==> src/rtl/mem_march_tester_if.sv <==
// Memory-side bus of the march tester: one write port and one read port.
// The tester drives the master side and the memory model or array drives the slave side.
interface mem_march_tester_if #(
    parameter int AW = 8,
    parameter int DW = 8
);
    logic          we;
    logic [AW-1:0] wra;
    logic [DW-1:0] wrd;
    logic [AW-1:0] rda;
    logic [DW-1:0] rdd;

    modport master (output we, output wra, output wrd, output rda, input rdd);
    modport slave  (input we, input wra, input wrd, input rda, output rdd);
endinterface

==> src/rtl/mem_march_tester.sv <==
// Write-read-verify tester that sweeps every address with up to four data patterns.
// It keeps per-test attempt and fail counts and records the first failing location.
module mem_march_tester #(
    parameter int AW     = 8,
    parameter int DW     = 8,
    parameter int RD_LAT = 1,
    parameter int CW     = AW + 1
) (
    input  logic                 clock,
    input  logic                 reset,
    input  logic                 start,
    input  logic                 enable,
    input  logic [3:0]           test_mask,
    mem_march_tester_if.master   mem,
    output logic                 busy,
    output logic                 done,
    output logic [4*CW-1:0]      attempts,
    output logic [4*CW-1:0]      fails,
    output logic                 ff_valid,
    output logic [1:0]           ff_test,
    output logic [AW-1:0]        ff_addr,
    output logic [DW-1:0]        ff_exp,
    output logic [DW-1:0]        ff_got
);

    localparam int             WCW       = (RD_LAT > 2) ? $clog2(RD_LAT) : 1;
    localparam logic [AW-1:0]  ADDR_MAX  = {AW{1'b1}};
    localparam logic [AW-1:0]  ADDR_ZERO = {AW{1'b0}};
    localparam logic [AW-1:0]  ADDR_ONE  = {{(AW-1){1'b0}}, 1'b1};
    localparam logic [CW-1:0]  ONE_CW    = {{(CW-1){1'b0}}, 1'b1};
    localparam logic [WCW-1:0] WAIT_INIT = WCW'(RD_LAT > 2 ? RD_LAT - 2 : 0);

    typedef enum logic [2:0] {
        IDLE = 3'd0,
        WR   = 3'd1,
        RD   = 3'd2,
        WAIT = 3'd3,
        VFY  = 3'd4,
        DONE = 3'd5
    } state_t;

    // Data pattern of test t at address a.
    function automatic logic [DW-1:0] pattern(input logic [1:0] t, input logic [AW-1:0] a);
        logic [DW-1:0]    p;
        logic [AW+DW-1:0] ext;
        p   = {DW{1'b0}};
        ext = {{DW{1'b0}}, a};
        case (t)
            2'd0: p = {DW{1'b0}};
            2'd1: p = {DW{1'b1}};
            2'd2: begin
                for (int i = 0; i < DW; i++) begin
                    p[i] = (((i % 2) == 0) && (i < 2 * (DW / 2))) ? ~a[0] : a[0];
                end
            end
            2'd3: p = ext[DW-1:0];
            default: p = {DW{1'b0}};
        endcase
        return p;
    endfunction

    // Lowest set mask bit at or above lo; bit 2 of the result flags that one was found.
    function automatic logic [2:0] first_test(input logic [3:0] m, input logic [2:0] lo);
        logic [2:0] r;
        r = 3'b000;
        for (int i = 3; i >= 0; i--) begin
            if (m[i] && (i >= int'(lo))) begin
                r = {1'b1, 2'(i)};
            end
        end
        return r;
    endfunction

    state_t          state_r;
    logic [AW-1:0]   addr_r;
    logic [1:0]      test_r;
    logic [3:0]      mask_r;
    logic [WCW-1:0]  wait_cnt_r;
    logic            we_r;
    logic [DW-1:0]   wrd_r;
    logic            busy_r;
    logic            done_r;
    logic [4*CW-1:0] attempts_r;
    logic [4*CW-1:0] fails_r;
    logic            ff_valid_r;
    logic [1:0]      ff_test_r;
    logic [AW-1:0]   ff_addr_r;
    logic [DW-1:0]   ff_exp_r;
    logic [DW-1:0]   ff_got_r;

    logic [2:0]      start_sel_s;
    logic [2:0]      next_sel_s;
    logic [DW-1:0]   exp_s;
    logic            mismatch_s;
    logic [AW-1:0]   addr_inc_s;
    logic [DW-1:0]   next_pat_s;
    logic [DW-1:0]   wrap_pat_s;
    logic [DW-1:0]   start_pat_s;

    // Test selection, expected data and the write data of whichever WR comes next.
    always_comb begin
        start_sel_s = first_test(test_mask, 3'd0);
        next_sel_s  = first_test(mask_r, {1'b0, test_r} + 3'd1);
        exp_s       = pattern(test_r, addr_r);
        mismatch_s  = (mem.rdd != exp_s);
        addr_inc_s  = addr_r + ADDR_ONE;
        next_pat_s  = pattern(test_r, addr_inc_s);
        wrap_pat_s  = pattern(next_sel_s[1:0], ADDR_ZERO);
        start_pat_s = pattern(start_sel_s[1:0], ADDR_ZERO);
    end

    // Main sequencer; a low enable freezes every register so WR and WAIT simply stretch.
    always_ff @(posedge clock or posedge reset) begin
        if (reset) begin
            state_r    <= IDLE;
            addr_r     <= ADDR_ZERO;
            test_r     <= 2'd0;
            mask_r     <= 4'd0;
            wait_cnt_r <= {WCW{1'b0}};
            we_r       <= 1'b0;
            wrd_r      <= {DW{1'b0}};
            busy_r     <= 1'b0;
            done_r     <= 1'b0;
            attempts_r <= {(4*CW){1'b0}};
            fails_r    <= {(4*CW){1'b0}};
            ff_valid_r <= 1'b0;
            ff_test_r  <= 2'd0;
            ff_addr_r  <= ADDR_ZERO;
            ff_exp_r   <= {DW{1'b0}};
            ff_got_r   <= {DW{1'b0}};
        end else if (enable) begin
            case (state_r)
                IDLE, DONE: begin
                    if (start) begin
                        mask_r     <= test_mask;
                        addr_r     <= ADDR_ZERO;
                        attempts_r <= {(4*CW){1'b0}};
                        fails_r    <= {(4*CW){1'b0}};
                        ff_valid_r <= 1'b0;
                        ff_test_r  <= 2'd0;
                        ff_addr_r  <= ADDR_ZERO;
                        ff_exp_r   <= {DW{1'b0}};
                        ff_got_r   <= {DW{1'b0}};
                        if (start_sel_s[2]) begin
                            state_r <= WR;
                            test_r  <= start_sel_s[1:0];
                            wrd_r   <= start_pat_s;
                            we_r    <= 1'b1;
                            busy_r  <= 1'b1;
                            done_r  <= 1'b0;
                        end else begin
                            state_r <= DONE;
                            test_r  <= 2'd0;
                            busy_r  <= 1'b0;
                            done_r  <= 1'b1;
                        end
                    end
                end
                WR: begin
                    we_r    <= 1'b0;
                    state_r <= RD;
                end
                RD: begin
                    if (RD_LAT == 1) begin
                        state_r <= VFY;
                    end else begin
                        wait_cnt_r <= WAIT_INIT;
                        state_r    <= WAIT;
                    end
                end
                WAIT: begin
                    if (wait_cnt_r == {WCW{1'b0}}) begin
                        state_r <= VFY;
                    end else begin
                        wait_cnt_r <= wait_cnt_r - {{(WCW-1){1'b0}}, 1'b1};
                    end
                end
                VFY: begin
                    attempts_r[int'(test_r)*CW +: CW] <= attempts_r[int'(test_r)*CW +: CW] + ONE_CW;
                    if (mismatch_s) begin
                        fails_r[int'(test_r)*CW +: CW] <= fails_r[int'(test_r)*CW +: CW] + ONE_CW;
                        if (!ff_valid_r) begin
                            ff_valid_r <= 1'b1;
                            ff_test_r  <= test_r;
                            ff_addr_r  <= addr_r;
                            ff_exp_r   <= exp_s;
                            ff_got_r   <= mem.rdd;
                        end
                    end
                    if (addr_r != ADDR_MAX) begin
                        addr_r  <= addr_inc_s;
                        wrd_r   <= next_pat_s;
                        we_r    <= 1'b1;
                        state_r <= WR;
                    end else if (next_sel_s[2]) begin
                        addr_r  <= ADDR_ZERO;
                        test_r  <= next_sel_s[1:0];
                        wrd_r   <= wrap_pat_s;
                        we_r    <= 1'b1;
                        state_r <= WR;
                    end else begin
                        addr_r  <= ADDR_ZERO;
                        busy_r  <= 1'b0;
                        done_r  <= 1'b1;
                        state_r <= DONE;
                    end
                end
                default: begin
                    state_r <= IDLE;
                    we_r    <= 1'b0;
                    busy_r  <= 1'b0;
                end
            endcase
        end
    end

    // A paused WR must not write, so the write strobe is gated by enable directly.
    assign mem.we   = we_r & enable;
    assign mem.wra  = addr_r;
    assign mem.rda  = addr_r;
    assign mem.wrd  = wrd_r;
    assign busy     = busy_r;
    assign done     = done_r;
    assign attempts = attempts_r;
    assign fails    = fails_r;
    assign ff_valid = ff_valid_r;
    assign ff_test  = ff_test_r;
    assign ff_addr  = ff_addr_r;
    assign ff_exp   = ff_exp_r;
    assign ff_got   = ff_got_r;

endmodule

==> src/flat_wrapper.sv <==
// flat-port wrapper written by rule: the top's interface ports become plain ports
module mem_march_tester_flat 
#(
    parameter int AW     = 8,
    parameter int DW     = 8,
    parameter int RD_LAT = 1,
    parameter int CW     = AW + 1
)
  (clock, reset, start, enable, test_mask, busy, done, attempts, fails, ff_valid, ff_test, ff_addr, ff_exp, ff_got, mem_we, mem_wra, mem_wrd, mem_rda, mem_rdd);
  mem_march_tester_if #(.AW(AW), .DW(DW)) mem_i ();
  input  logic clock;
  input  logic reset;
  input  logic start;
  input  logic enable;
  input  logic [3:0] test_mask;
  output logic busy;
  output logic done;
  output logic [4*CW-1:0] attempts;
  output logic [4*CW-1:0] fails;
  output logic ff_valid;
  output logic [1:0] ff_test;
  output logic [AW-1:0] ff_addr;
  output logic [DW-1:0] ff_exp;
  output logic [DW-1:0] ff_got;
  output wire logic [$bits(mem_i.we)-1:0] mem_we;
  output wire logic [$bits(mem_i.wra)-1:0] mem_wra;
  output wire logic [$bits(mem_i.wrd)-1:0] mem_wrd;
  output wire logic [$bits(mem_i.rda)-1:0] mem_rda;
  input wire logic [$bits(mem_i.rdd)-1:0] mem_rdd;
  assign mem_we = mem_i.we;
  assign mem_wra = mem_i.wra;
  assign mem_wrd = mem_i.wrd;
  assign mem_rda = mem_i.rda;
  assign mem_i.rdd = mem_rdd;
  mem_march_tester #(.AW(AW), .DW(DW), .RD_LAT(RD_LAT), .CW(CW)) u_core (.clock(clock), .reset(reset), .start(start), .enable(enable), .test_mask(test_mask), .mem(mem_i), .busy(busy), .done(done), .attempts(attempts), .fails(fails), .ff_valid(ff_valid), .ff_test(ff_test), .ff_addr(ff_addr), .ff_exp(ff_exp), .ff_got(ff_got));
endmodule
==> config.mk <==
export PLATFORM = sky130hd
export DESIGN_NAME = mem_march_tester_flat
export DESIGN_NICKNAME = d
export VERILOG_FILES = /design/src/rtl/mem_march_tester_if.sv /design/src/rtl/mem_march_tester.sv /design/src/flat_wrapper.sv
export SDC_FILE = /design/constraint.sdc
export NUM_CORES = 1
export LEC_CHECK = 0
export ABC_AREA = 1
export CORE_MARGIN = 2
export CORE_UTILIZATION = 59
export CTS_BUF_LIST = sky130_fd_sc_hd__clkbuf_2 sky130_fd_sc_hd__clkbuf_4 sky130_fd_sc_hd__clkbuf_8
export CTS_CLUSTER_DIAMETER = 200
export DETAILED_ROUTE_END_ITERATION = 10
export PLACE_DENSITY = 0.89
export SLEW_MARGIN = 20
export SYNTH_ARGS = -nofsm -noshare
export SYNTH_HDL_FRONTEND = slang
export SYNTH_SLANG_ARGS = --single-unit
==> constraint.sdc <==
create_clock -name clock -period 9.9 [get_ports clock]
set_clock_uncertainty 0.15 [all_clocks]
set_input_delay 1.98 -clock clock [delete_from_list [all_inputs] [get_ports clock]]
set_output_delay 1.98 -clock clock [all_outputs]
set_load 0.01 [all_outputs]
After elaboration in Yosys (flattened, before gate mapping)
Index checks and enable logic that the tools add are counted.
{"block": "totals", "ff_bits": 128, "word_cells": 156, "inputBits": 16, "out_inout_bits": 126}
{"block": "op_classes", "add_sub_neg": 6, "eq_ne": 25, "muxes": 69, "shifts": 5, "bitwise_logic": 5, "reduce_logical": 25, "multipliers": 1, "magnitude_cmp": 4}
{"op": "$pmux 36 s2", "n": 2}
{"op": "$mux 8", "n": 12}
{"op": "$pmux 8 s2", "n": 5}
{"op": "$bwmux 36", "n": 2}
{"op": "$mux 36", "n": 2}
{"op": "$shiftx 36x32->9", "n": 2}
{"op": "$shiftx 9x33->36", "n": 2}
{"op": "$pmux 8 s4", "n": 2}
{"op": "$pmux 8 s3", "n": 2}
{"op": "$mux 3", "n": 13}
{"op": "$shift 9x33->36 const A", "n": 1}
{"op": "$neg 32->33", "n": 1}
{"op": "$reduce_and 5->1", "n": 6}
{"op": "$add 9x1->9 const B", "n": 2}
{"op": "$mux 1", "n": 15}
{"op": "$pmux 3 s5", "n": 1}
{"op": "$mux 2", "n": 7}
{"op": "$eq 2x2->1 const B", "n": 6}
{"op": "$ne 2x2->1 const B", "n": 5}
{"op": "$reduce_and 3->1", "n": 3}
{"op": "$add 8x1->8 const B", "n": 1}
{"op": "$ne 8x8->1", "n": 1}
{"op": "$ne 8x8->1 const B", "n": 1}
{"op": "$pmux 2 s2", "n": 2}
{"op": "other kinds (23)", "n": 44}

Logic depth before layout (Yosys ltp)
Gate-level depths: netlist of run 1.
{"block": "logic_depth", "depth_word": 13, "ltp_mapped": 19, "depth_no_buf": 15}

Worst setup path after synthesis of run 1
OpenSTA, ideal clock, no wires.
{"block": "synth_timing", "path_type": "input-to-output", "start": "input port enable", "end": "output port mem_we", "path_slack_ns": 5.680, "stages": 2, "n_path_buf": 0, "t_required_ns": 7.770, "arrival_ns": 2.090, "cell_sequence": "nand2_1 > inv_1"}
{"block": "synth_between", "elab_chain_len": 1}
{"element": "start, declared", "line": "flat_wrapper.sv:14", "source": "input logic enable;"}
{"element": "$and 1x1->1", "line": "mem_march_tester.sv:218", "source": "assign mem.we = we_r & enable;"}
{"element": "end, declared", "line": "flat_wrapper.sv:25", "source": "output wire logic [$bits(mem_i.we)-1:0] mem_we;"}
Every way passes these cells.

Final worst setup path of run 1
Ends and elaborated chain as after synthesis.

==> results.tsv, run 1 <==
stage	metric	value	unit
global_route	gr busiest metal	met2	
route	vias	7389	
layout	antenna cells	0	
job	MaxCap Viol Count	0	
synth	main combinational cell family by area after synthesis	simple AND/OR/NAND/NOR gates	
power_and_ir_drop	maximum vdd drop	0.244	mV
route	aggregate routed wire length	20500	um
sta	final setup fails	0	
worst_setup_path	Reg2Reg Launch Point	u_core.test_r[1]$_DFFE_PP0P_	
global_route	met2 Usage GRT	48.0	%
global_route	grt total ovfl	0	
synth	YS warnings	0	
synth	post-synthesis mux area share	0.297	%
worst_setup_path	Worst path top cell family by delay	buffers and inverters	
sta	Post-Route Setup TNS	0	ns
power_and_ir_drop	internal power	1200	uW
worst_setup_path	Worst path most repeated cell	clkdlybuf4s50_1	
clock_network	CTS sink count	127	
synth	syn_nets	1023	
min_path	HP Class	reg -> reg	
clock_network	Root Buffer	clkbuf_8	
place	RD Place Congestion	0.937	
worst_setup_path	CP peak stage delay	0.52	ns
synth	Yosys cell types	49	
power_and_ir_drop	P_leak	0.00429	uW
worst_setup_path	Register-to-Register Path Depth	9	
layout	# fillers	940	
route	drt initial violations	956	
power_and_ir_drop	power share of the clock group	23.1	%
worst_setup_path	reg2reg end	u_core.fails[2]$_DFFE_PP0P_	
synth	Synth Instances	994	
route	Via density	5.70	
place	placed cells	1264	
sta	Slew headroom	39.4	%
power_and_ir_drop	combinational fraction of design power	46.1	%
synth	Seq/Total Area, Yosys	41.9	%
sta	minimum clock period	5.23	ns
layout	Area growth, synth to finish	22.9	%
clock_network	post_cts resized	0	
worst_setup_path	CP bufs+invs	3	
worst_setup_path	CP Cell Sequence	clkdlybuf4s50_1 -> nand2_1 -> inv_1 -> clkdlybuf4s50_1	
min_path	HP Start	u_core.ff_got[1]$_DFFE_PP0P_	
synth	EDFF count, synth	0	
sta	hold violation count in the final report	0	
global_route	M1 GR Usage	40.0	%
worst_setup_path	Worst R2R Setup Slack	6.43	ns
synth	number of synthesized register bits	127	
place	HPWL Detailed	13900	um
synth	Post-synth top cells	nand2_1, dfrtp_1, nand3_1	
power_and_ir_drop	sequential power share	30.8	%
sta	final slew viol count	0	
worst_setup_path	Startpoint Class	input pin	
clock_network	Worst-Skew Late Latency	0.46	ns
die	site row count	41	
global_route	global-route wire length before repair	33400	um
die	die footprint	13800	um2
clock_network	Post-CTS Setup Bufs	0	
power_and_ir_drop	Power Density	229	nW/um2
synth	Synth area leader	dfrtp_1	
synth	adder-cell share of the synthesized area	2.15	%
place	Port Buf Inserts	141	
sta	worst slew pin tran	0.908	ns
power_and_ir_drop	Net Switching	938	uW
layout	# nets final	1140	
synth	post-synth design cell area	7580	um2
layout	fraction of layout cells with a size suffix above 1	10.5	%
global_route	aggregate global-route resource usage	30.1	%
route	DR DRC count	0	
worst_setup_path	CP max stage cell	clkdlybuf4s50_1	
sta	fmax	0.191	GHz
synth	Post-Synth Simple-Gate Area	34.6	%
die	Chip Height	117	um
die	initial core utilization	60.3	%
clock_network	CTS clock-pin slew for the worst setup and hold paths	0.07	ns
route	drt first pass iters	6	
sta	RSZ-0062 raised after global routing	no	
sta	Final Cycle Share	52.8	%
outcome	status	finished, final reports clean	
worst_setup_path	Critical path origin	enable	
global_route	initial antenna violation count	0	
synth	Compound-Gate Fraction of Synth Area	11.2	%
worst_setup_path	crit-path max FO	3	
worst_setup_path	Worst setup EP type	primary output	
global_route	largest net degree at the start of global routing	81	
global_route	met3 Use GR	5.79	%
clock_network	worst-case clock buffer depth	2	
synth	Primary FF master, synth	dfrtp_1	
die	Boundary Pins	142	
global_route	vias in the first global route	6772	
die	Core ar.	12600	um2
layout	Final Non-Filler Cells	1296	
worst_setup_path	Arr. time, crit path	3.10	ns
die	die width	117	um
synth	area share of the largest cell type after synthesis	41.9	%
synth	FFs w/ async S/R, synth	100	%
clock_network	hold buffers post-CTS	0	
worst_setup_path	Worst Setup EP	mem_we	
worst_setup_path	Crit Path Category	in -> out	
clock_network	CTS tree	built	
synth	cell with the most instances after synthesis	nand2_1	
route	post-DR wirelength/cell	15.8	um
worst_setup_path	cell count along the critical path	4	
route	Post-DRT Antenna Nets	0	
power_and_ir_drop	Switching Share	43.9	%
clock_network	CTS buffer count	17	
synth	synthesized area per cell	7.63	um2
clock_network	htree depth	4	
worst_setup_path	Crit path required time	7.77	ns
synth	XOR/XNOR Fraction of Synth Area	0.908	%
synth	Area contributors post-synth	dfrtp_1, nand2_1, nand3_1	
==> worst min-delay path, cell delays in order (launching register included) <==
cell and delay [ns]:
dfrtp_1 0.34, nand2_1 0.05, nand2_1 0.05
==> state kept, by name (all words and copies together) (netlist names) <==
| signal | count |
|---|---|
| u_core.we_r | 1 |
| u_core.test_r | 2 |
| u_core.fails | 36 |
| u_core.mem.rda | 8 |
| u_core.mem.wrd | 8 |
| u_core.ff_addr | 8 |
| u_core.ff_got | 8 |
| u_core.done | 1 |
| u_core.attempts | 36 |
| u_core.busy | 1 |
| u_core.ff_valid | 1 |
| u_core.ff_exp | 8 |
| u_core.state_r | 3 |
| u_core.mask_r | 4 |
| u_core.ff_test | 2 |
==> power groups by stage <==
stage	combinational, uW	sequential, uW	clock (uW)
2_1_floorplan	725	668	0
3_3_place_gp	948	663	0
3_5_place_dp	964	664	0
4_1_cts	973	656	496
5_1_grt	1070	665	520
6_report	984	658	492
==> layout make-up <==
| class | instances | area, um2 | area share, % |
|---|---|---|---|
| inverters | 83 | 324 | 3.48 |
| clock inverters | 11 | 164 | 1.76 |
| flip-flops and latches | 127 | 3180 | 34.1 |
| multi-input cells | 738 | 3730 | 40.0 |
| repair buffers | 144 | 1440 | 15.4 |
| clock buffers | 21 | 270 | 2.90 |
| well taps | 172 | 215 | 2.31 |
==> placed cells by master, fill, tap and decap left out, drive strengths merged, types with 3 or more instances in the layout <==
cell type and n:
nand2 387, clkdlybuf4s50 141, dfrtp 127, o21ai 99, nand3 91, inv 81, nor2 69, clkbuf 21
nand4 16, ha 13, a21oi 13, o22ai 8, a2bb2oi 8, clkinv 7, xor2 6, nor3 5
o211ai 4, a22o 4, bufinv 4, buf 3
==> stage by stage <==
step / hold WS, ns / utilization, % / worst slack, ns / total power [uW] / cell area, um2
2_1_floorplan: 0.297 / - / 4.39 / 1390 / 7580
3_3_place_gp: 0.315 / 70.6 / 4.67 / 1610 / 8880
3_5_place_dp: 0.316 / 70.7 / 4.67 / 1630 / 8880
4_1_cts: 0.334 / 74.1 / 4.66 / 2120 / 9320
5_1_grt: 0.349 / 74.2 / 4.59 / 2260 / 9320
6_report: 0.331 / 74.2 / 4.67 / 2130 / 9320
==> logic make-up after synthesis <==
kind of cell / after synthesis
xor+xnor: 7
fa+ha+maj: 13
mux: 2
buf+inv: 129
flops: 127
simple gates: 575
compound gates: 141
==> layer usage <==
| metal | wire length [um] | up-vias |
|---|---|---|
| li1 | - | 3453 |
| met1 | 8310 | 3415 |
| met2 | 9770 | 450 |
| met3 | 1800 | 71 |
| met4 | 655 | 0 |
| met5 | 0 | - |
==> worst min path at each step <==
| stage | depth (start not counted) | slack, ns | to |
|---|---|---|---|
| after floorplan | 2 | 0.30 | u_core.mask_r[2]$_DFFE_PP0P_ |
| after detailed placement | 2 | 0.32 | u_core.ff_got[1]$_DFFE_PP0P_ |
| final | 2 | 0.33 | u_core.ff_got[1]$_DFFE_PP0P_ |
| after global placement | 2 | 0.31 | u_core.ff_exp[4]$_DFFE_PP0P_ |
| after global routing | 2 | 0.35 | u_core.ff_exp[4]$_DFFE_PP0P_ |
| after CTS | 2 | 0.33 | u_core.ff_exp[4]$_DFFE_PP0P_ |
(Power assumes the default switching activity.)
==> run 2: changes to the inputs <==
Settings changed: CORE_UTILIZATION 59 to 49, PLACE_DENSITY 0.89 to 0.79.
Clock period 9.9 ns to 4.6 ns, I/O delays scaled along.
==> results.tsv, run 2 (same netlist as run 1, synthesis figures left out) <==
stage	metric	value	unit
sta	minimum clock period	3.39	ns
power_and_ir_drop	Power Density	497	nW/um2
worst_setup_path	Startpoint Class	flip-flop	
global_route	largest net degree at the start of global routing	124	
worst_setup_path	CP Cell Sequence	buf_4 -> ha_1 -> inv_1 -> nand2_1 -> nand3_1 -> nand2_1 -> nand2_1 -> nand2_2 -> nand3_1 -> nor2_1 -> nand2_1 -> nand3_1 -> inv_1 -> nand2_1 -> nand2_1	
worst_setup_path	Register-to-Register Path Depth	15	
global_route	grt total ovfl	0	
worst_setup_path	Arr. time, crit path	3.59	ns
global_route	global-route wire length before repair	33900	um
worst_setup_path	CP peak stage delay	0.90	ns
die	site row count	45	
clock_network	worst-case clock buffer depth	2	
route	DR DRC count	0	
global_route	initial antenna violation count	0	
job	MaxCap Viol Count	0	
worst_setup_path	Crit path required time	4.80	ns
route	post-DR wirelength/cell	15.9	um
place	Port Buf Inserts	141	
power_and_ir_drop	total power	4660	uW
layout	commonest non-fill, non-tap cells in the layout	nand2_1, clkdlybuf4s50_1, dfrtp_1, nand3_1, inv_1	
sta	hold violation count in the final report	0	
min_path	HP Start	u_core.ff_exp[4]$_DFFE_PP0P_	
route	M1 WL	9380	um
place	RD Place Congestion	0.942	
route	drt first pass iters	5	
route	top routing layer in use	met4	
clock_network	CTS tree	built	
sta	final slew viol count	0	
clock_network	hold buffers post-CTS	0	
layout	fraction of layout cells with a size suffix above 1	10.6	%
clock_network	CTS sink count	127	
route	Met2 Routed Length	9820	um
place	HPWL Detailed	14300	um
power_and_ir_drop	maximum vdd drop	0.355	mV
die	die width	128	um
route	aggregate routed wire length	21000	um
sta	RSZ-0062 raised after global routing	no	
power_and_ir_drop	Net Switching	2040	uW
sta	worst slew pin tran	0.955	ns
worst_setup_path	Worst R2R Setup Slack	1.21	ns
worst_setup_path	CP max stage cell	dfrtp_1	
min_path	HP Class	reg -> reg	
route	met3 wire len	1430	um
global_route	aggregate global-route resource usage	26.0	%
clock_network	CTS clock-pin slew for the worst setup and hold paths	0.08	ns
die	Chip Height	128	um
die	Boundary Pins	142	
layout	commonest non-fill, non-tap cell in the layout	nand2_1	
power_and_ir_drop	sequential power share	30.8	%
sta	final setup fails	0	
route	drt initial violations	534	
power_and_ir_drop	combinational fraction of design power	45.4	%
sta	Final Cycle Share	73.8	%
sta	Post-Route Setup TNS	0	ns
die	die footprint	16500	um2
power_and_ir_drop	power share of the clock group	23.8	%
worst_setup_path	Worst setup EP type	flip-flop	
power_and_ir_drop	P_leak	0.00431	uW
global_route	vias in the first global route	6757	
min_path	hold path cells	2	
route	Via density	5.46	
sta	fmax	0.295	GHz
clock_network	Worst-Skew Late Latency	0.46	ns
layout	# fillers	1324	
worst_setup_path	Reg2Reg Launch Point	u_core.test_r[1]$_DFFE_PP0P_	
outcome	status	finished, final reports clean	
power_and_ir_drop	internal power	2620	uW
worst_setup_path	crit-path max FO	21	
route	vias	7174	
min_path	hold endpoint	u_core.ff_exp[4]$_DFFE_PP0P_	
clock_network	Post-CTS Setup Bufs	0	
worst_setup_path	Worst path most repeated cell	nand2_1	
clock_network	Root Buffer	clkbuf_8	
layout	antenna cells	0	
die	initial core utilization	50.1	%
worst_setup_path	reg2reg end	u_core.ff_exp[2]$_DFFE_PP0P_	
die	Core ar.	15100	um2
clock_network	post_cts resized	0	
clock_network	htree depth	4	
layout	# nets final	1143	
power_and_ir_drop	Switching Share	43.9	%
clock_network	CTS buffer count	17	
sta	Slew headroom	36.3	%
layout	Area growth, synth to finish	23.8	%
route	Post-DRT Antenna Nets	0	
worst_setup_path	Crit Path Category	reg -> reg	
-- run 2: cell type report --
class	count	area, um2	share of cell area (%)
Timing Repair Buffer	147	1470	15.6
Multi-Input combinational cell	738	3720	39.7
Tap cell	188	235	2.51
Inverter	83	324	3.45
Clock buffer	22	297	3.16
Clock inverter	10	158	1.68
Sequential cell	127	3180	33.9
-- run 2: layer usage --
layer | track usage [%] | vias to the layer above
li1 | - | 3458
met1 | 35.7 | 3387
met2 | 42.1 | 300
met3 | 5.11 | 29
met4 | 8.02 | 0
met5 | 0 | -
-- run 2: worst max-delay path by stage --
| stage | from | to | depth (start not counted) |
|---|---|---|---|
| after detailed placement | u_core.test_r[1]$_DFFE_PP0P_ | u_core.ff_exp[6]$_DFFE_PP0P_ | 14 |
| after floorplan | reset | u_core.attempts[0]$_DFFE_PP0P_ | 1 |
| after CTS | u_core.test_r[1]$_DFFE_PP0P_ | u_core.ff_exp[6]$_DFFE_PP0P_ | 14 |
| after global routing | u_core.test_r[1]$_DFFE_PP0P_ | u_core.ff_exp[1]$_DFFE_PP0P_ | 15 |
| final | u_core.test_r[1]$_DFFE_PP0P_ | u_core.ff_exp[2]$_DFFE_PP0P_ | 15 |
| after global placement | enable | u_core.ff_exp[2]$_DFFE_PP0P_ | 7 |
-- run 2: stage by stage --
| step | util [%] | hold slack, ns | setup WS [ns] | area (um2) | instances |
|---|---|---|---|---|---|
| final | 62.0 | 0.335 | 1.21 | 9390 | 1315 |
| after global routing | 62.0 | 0.354 | 0.927 | 9390 | 1315 |
| after CTS | 62.0 | 0.342 | 1.27 | 9390 | 1315 |
| after detailed placement | 59.0 | 0.316 | 1.32 | 8930 | 1283 |
| after global placement | 59.0 | 0.315 | 1.40 | 8930 | 1283 |
| after floorplan | - | 0.297 | 0.146 | 7580 | 994 |
-- run 2: worst max-delay path: cells and delay by family, from the launching register on --
kind                       cells  cell delay [ns]
and+or+nand+nor               11             1.20
adders and majority gates      1             0.28
buffers and inverters          3             0.73
DFF                            1             0.90
-- run 2: power groups by stage --
stage / Clock [uW] / Combinational, uW / Sequential [uW]
CTS: 1120 / 2110 / 1430
finish: 1110 / 2120 / 1440
global route: 1170 / 2330 / 1450
floorplan: 0 / 1560 / 1440
global placement: 0 / 2070 / 1450
detailed placement: 0 / 2090 / 1450
==> run 3: changes to the inputs <==
Clock period 4.6 ns to 3 ns, I/O delays scaled along.
==> results.tsv, run 3 (same netlist as run 1, synthesis figures left out) <==
stage	metric	value	unit
outcome	status	finished, final reports clean	
clock_network	CTS buffer count	17	
worst_setup_path	Worst path top cell family by delay	simple AND/OR/NAND/NOR gates	
global_route	M1 GR Usage	35.8	%
worst_setup_path	Worst setup EP type	flip-flop	
clock_network	Root Buffer	clkbuf_8	
global_route	grt total ovfl	0	
sta	RSZ-0062 raised after global routing	no	
sta	fmax	0.366	GHz
sta	final slew viol count	0	
sta	Post-Route Setup TNS	0	ns
worst_setup_path	Critical path origin	u_core.test_r[0]$_DFFE_PP0P_	
global_route	gr busiest metal	met2	
sta	final setup fails	0	
clock_network	Worst-Skew Late Latency	0.46	ns
worst_setup_path	Startpoint Class	flip-flop	
global_route	largest net degree at the start of global routing	75	
worst_setup_path	Worst path most repeated cell	o21ai_1	
global_route	aggregate global-route resource usage	26.4	%
clock_network	CTS tree	built	
sta	hold violation count in the final report	0	
sta	worst slew pin tran	0.707	ns
layout	commonest non-fill, non-tap cells in the layout	nand2_1, clkdlybuf4s50_1, dfrtp_1, nand3_1, inv_1	
route	drt initial violations	620	
power_and_ir_drop	maximum vdd drop	0.528	mV
worst_setup_path	Arr. time, crit path	2.96	ns
clock_network	hold buffers post-CTS	0	
clock_network	CTS clock-pin slew for the worst setup and hold paths	0.07	ns
global_route	met3 Use GR	5.28	%
power_and_ir_drop	Switching Share	44.6	%
power_and_ir_drop	total power	6920	uW
worst_setup_path	Worst R2R Setup Slack	0.27	ns
layout	fraction of layout cells with a size suffix above 1	11.4	%
die	initial core utilization	50.1	%
worst_setup_path	cell count along the critical path	12	
die	die width	128	um
sta	Final Cycle Share	91.1	%
route	vias	7248	
sta	Slew headroom	52.8	%
global_route	global-route wire length before repair	34500	um
place	Port Buf Inserts	141	
sta	minimum clock period	2.73	ns
route	drt first pass iters	7	
power_and_ir_drop	Net Switching	3090	uW
clock_network	Post-CTS Setup Bufs	0	
route	DR DRC count	0	
layout	Area growth, synth to finish	24.0	%
place	RD Place Congestion	0.955	
global_route	initial antenna violation count	0	
sta	final worst slack	0.266	ns
job	MaxCap Viol Count	0	
worst_setup_path	reg2reg end	u_core.fails[15]$_DFFE_PP0P_	
die	site row count	45	
power_and_ir_drop	power share of the clock group	20.1	%
route	post-DR wirelength/cell	15.9	um
die	die footprint	16500	um2
place	dpl ws	0.327	ns
power_and_ir_drop	internal power	3830	uW
global_route	met2 Usage GRT	41.6	%
clock_network	CTS sink count	127	
power_and_ir_drop	P_leak	0.00433	uW
global_route	vias in the first global route	7001	
clock_network	htree depth	4	
worst_setup_path	CP bufs+invs	3	
worst_setup_path	CP Cell Sequence	buf_4 -> nor2_1 -> o21ai_1 -> inv_1 -> ha_1 -> nand3_1 -> inv_1 -> nand2_1 -> o21ai_1 -> nand2_1 -> nand3_1 -> o21ai_1	
route	Post-DRT Antenna Nets	0	
power_and_ir_drop	Power Density	736	nW/um2
route	aggregate routed wire length	21000	um
worst_setup_path	CP max stage cell	dfrtp_2	
worst_setup_path	CP peak stage delay	0.47	ns
die	Boundary Pins	142	
worst_setup_path	Crit path required time	3.23	ns
die	Chip Height	128	um
layout	commonest non-fill, non-tap cell in the layout	nand2_1	
worst_setup_path	Reg2Reg Launch Point	u_core.test_r[0]$_DFFE_PP0P_	
layout	antenna cells	0	
die	Core ar.	15100	um2
worst_setup_path	Crit Path Category	reg -> reg	
worst_setup_path	Worst Setup EP	u_core.fails[15]$_DFFE_PP0P_	
place	HPWL Detailed	15100	um
worst_setup_path	Register-to-Register Path Depth	12	
min_path	HP Class	in -> async	
clock_network	worst-case clock buffer depth	2	
clock_network	post_cts resized	0	
layout	# nets final	1155	
route	Via density	5.47	
power_and_ir_drop	sequential power share	31.3	%
power_and_ir_drop	combinational fraction of design power	48.6	%
worst_setup_path	crit-path max FO	44	
## run 3: cell count changes in the layout (fill, tap and decap cells not counted)
| cell | previous run | this run |
|---|---|---|
| buf_12 | 1 | 2 |
| clkbuf_4 | 1 | 2 |
| buf_4 | 5 | 16 |
| inv_4 | 2 | 1 |
| bufinv_16 | 4 | 1 |
## run 3: power by group through the flow
stage	Combinational [uW]	Clock, uW	Sequential (uW)
final	3360	1390	2170
after global routing	3730	1480	2190
after CTS	3350	1410	2160
after detailed placement	3320	0	2180
after global placement	3290	0	2180
after floorplan	2390	0	2200
## run 3: cell type report
cell class,instances,area (um2)
clock inverter,6,60.1
inverter,83,325
tap,188,235
sequential,127,3180
clock buffer,23,304
multi-input combinational,738,3720
fill,1344,5750
timing repair buffer,159,1570
## run 3: worst min-delay path by stage
stage,startpoint,to,slack [ns],cells past startpoint
after floorplan,u_core.mask_r[2]$_DFFE_PP0P_,u_core.mask_r[2]$_DFFE_PP0P_,0.30,2
after global routing,reset,u_core.test_r[1]$_DFFE_PP0P_,0.30,2
final,reset,u_core.test_r[0]$_DFFE_PP0P_,0.28,2
after CTS,reset,u_core.test_r[0]$_DFFE_PP0P_,0.28,2
after global placement,u_core.ff_exp[6]$_DFFE_PP0P_,u_core.ff_exp[6]$_DFFE_PP0P_,0.32,2
after detailed placement,u_core.ff_got[0]$_DFFE_PP0P_,u_core.ff_got[0]$_DFFE_PP0P_,0.32,2
## run 3: stage by stage
stage          utilization, %  std cells  instance area [um2]  hold slack, ns
6_report                 62.1       1324                 9400           0.279
3_3_place_gp             59.7       1295                 9040           0.317
2_1_floorplan               -        994                 7580           0.297
3_5_place_dp             59.7       1295                 9040           0.318
4_1_cts                  62.1       1324                 9400           0.277
5_1_grt                  62.1       1324                 9400           0.298
## run 3: metal layers
layer / wire length, um / part of all wire [%]
met5: 0 / 0
met4: 628 / 3.0
met3: 1460 / 6.9
met2: 9850 / 47
met1: 9100 / 43
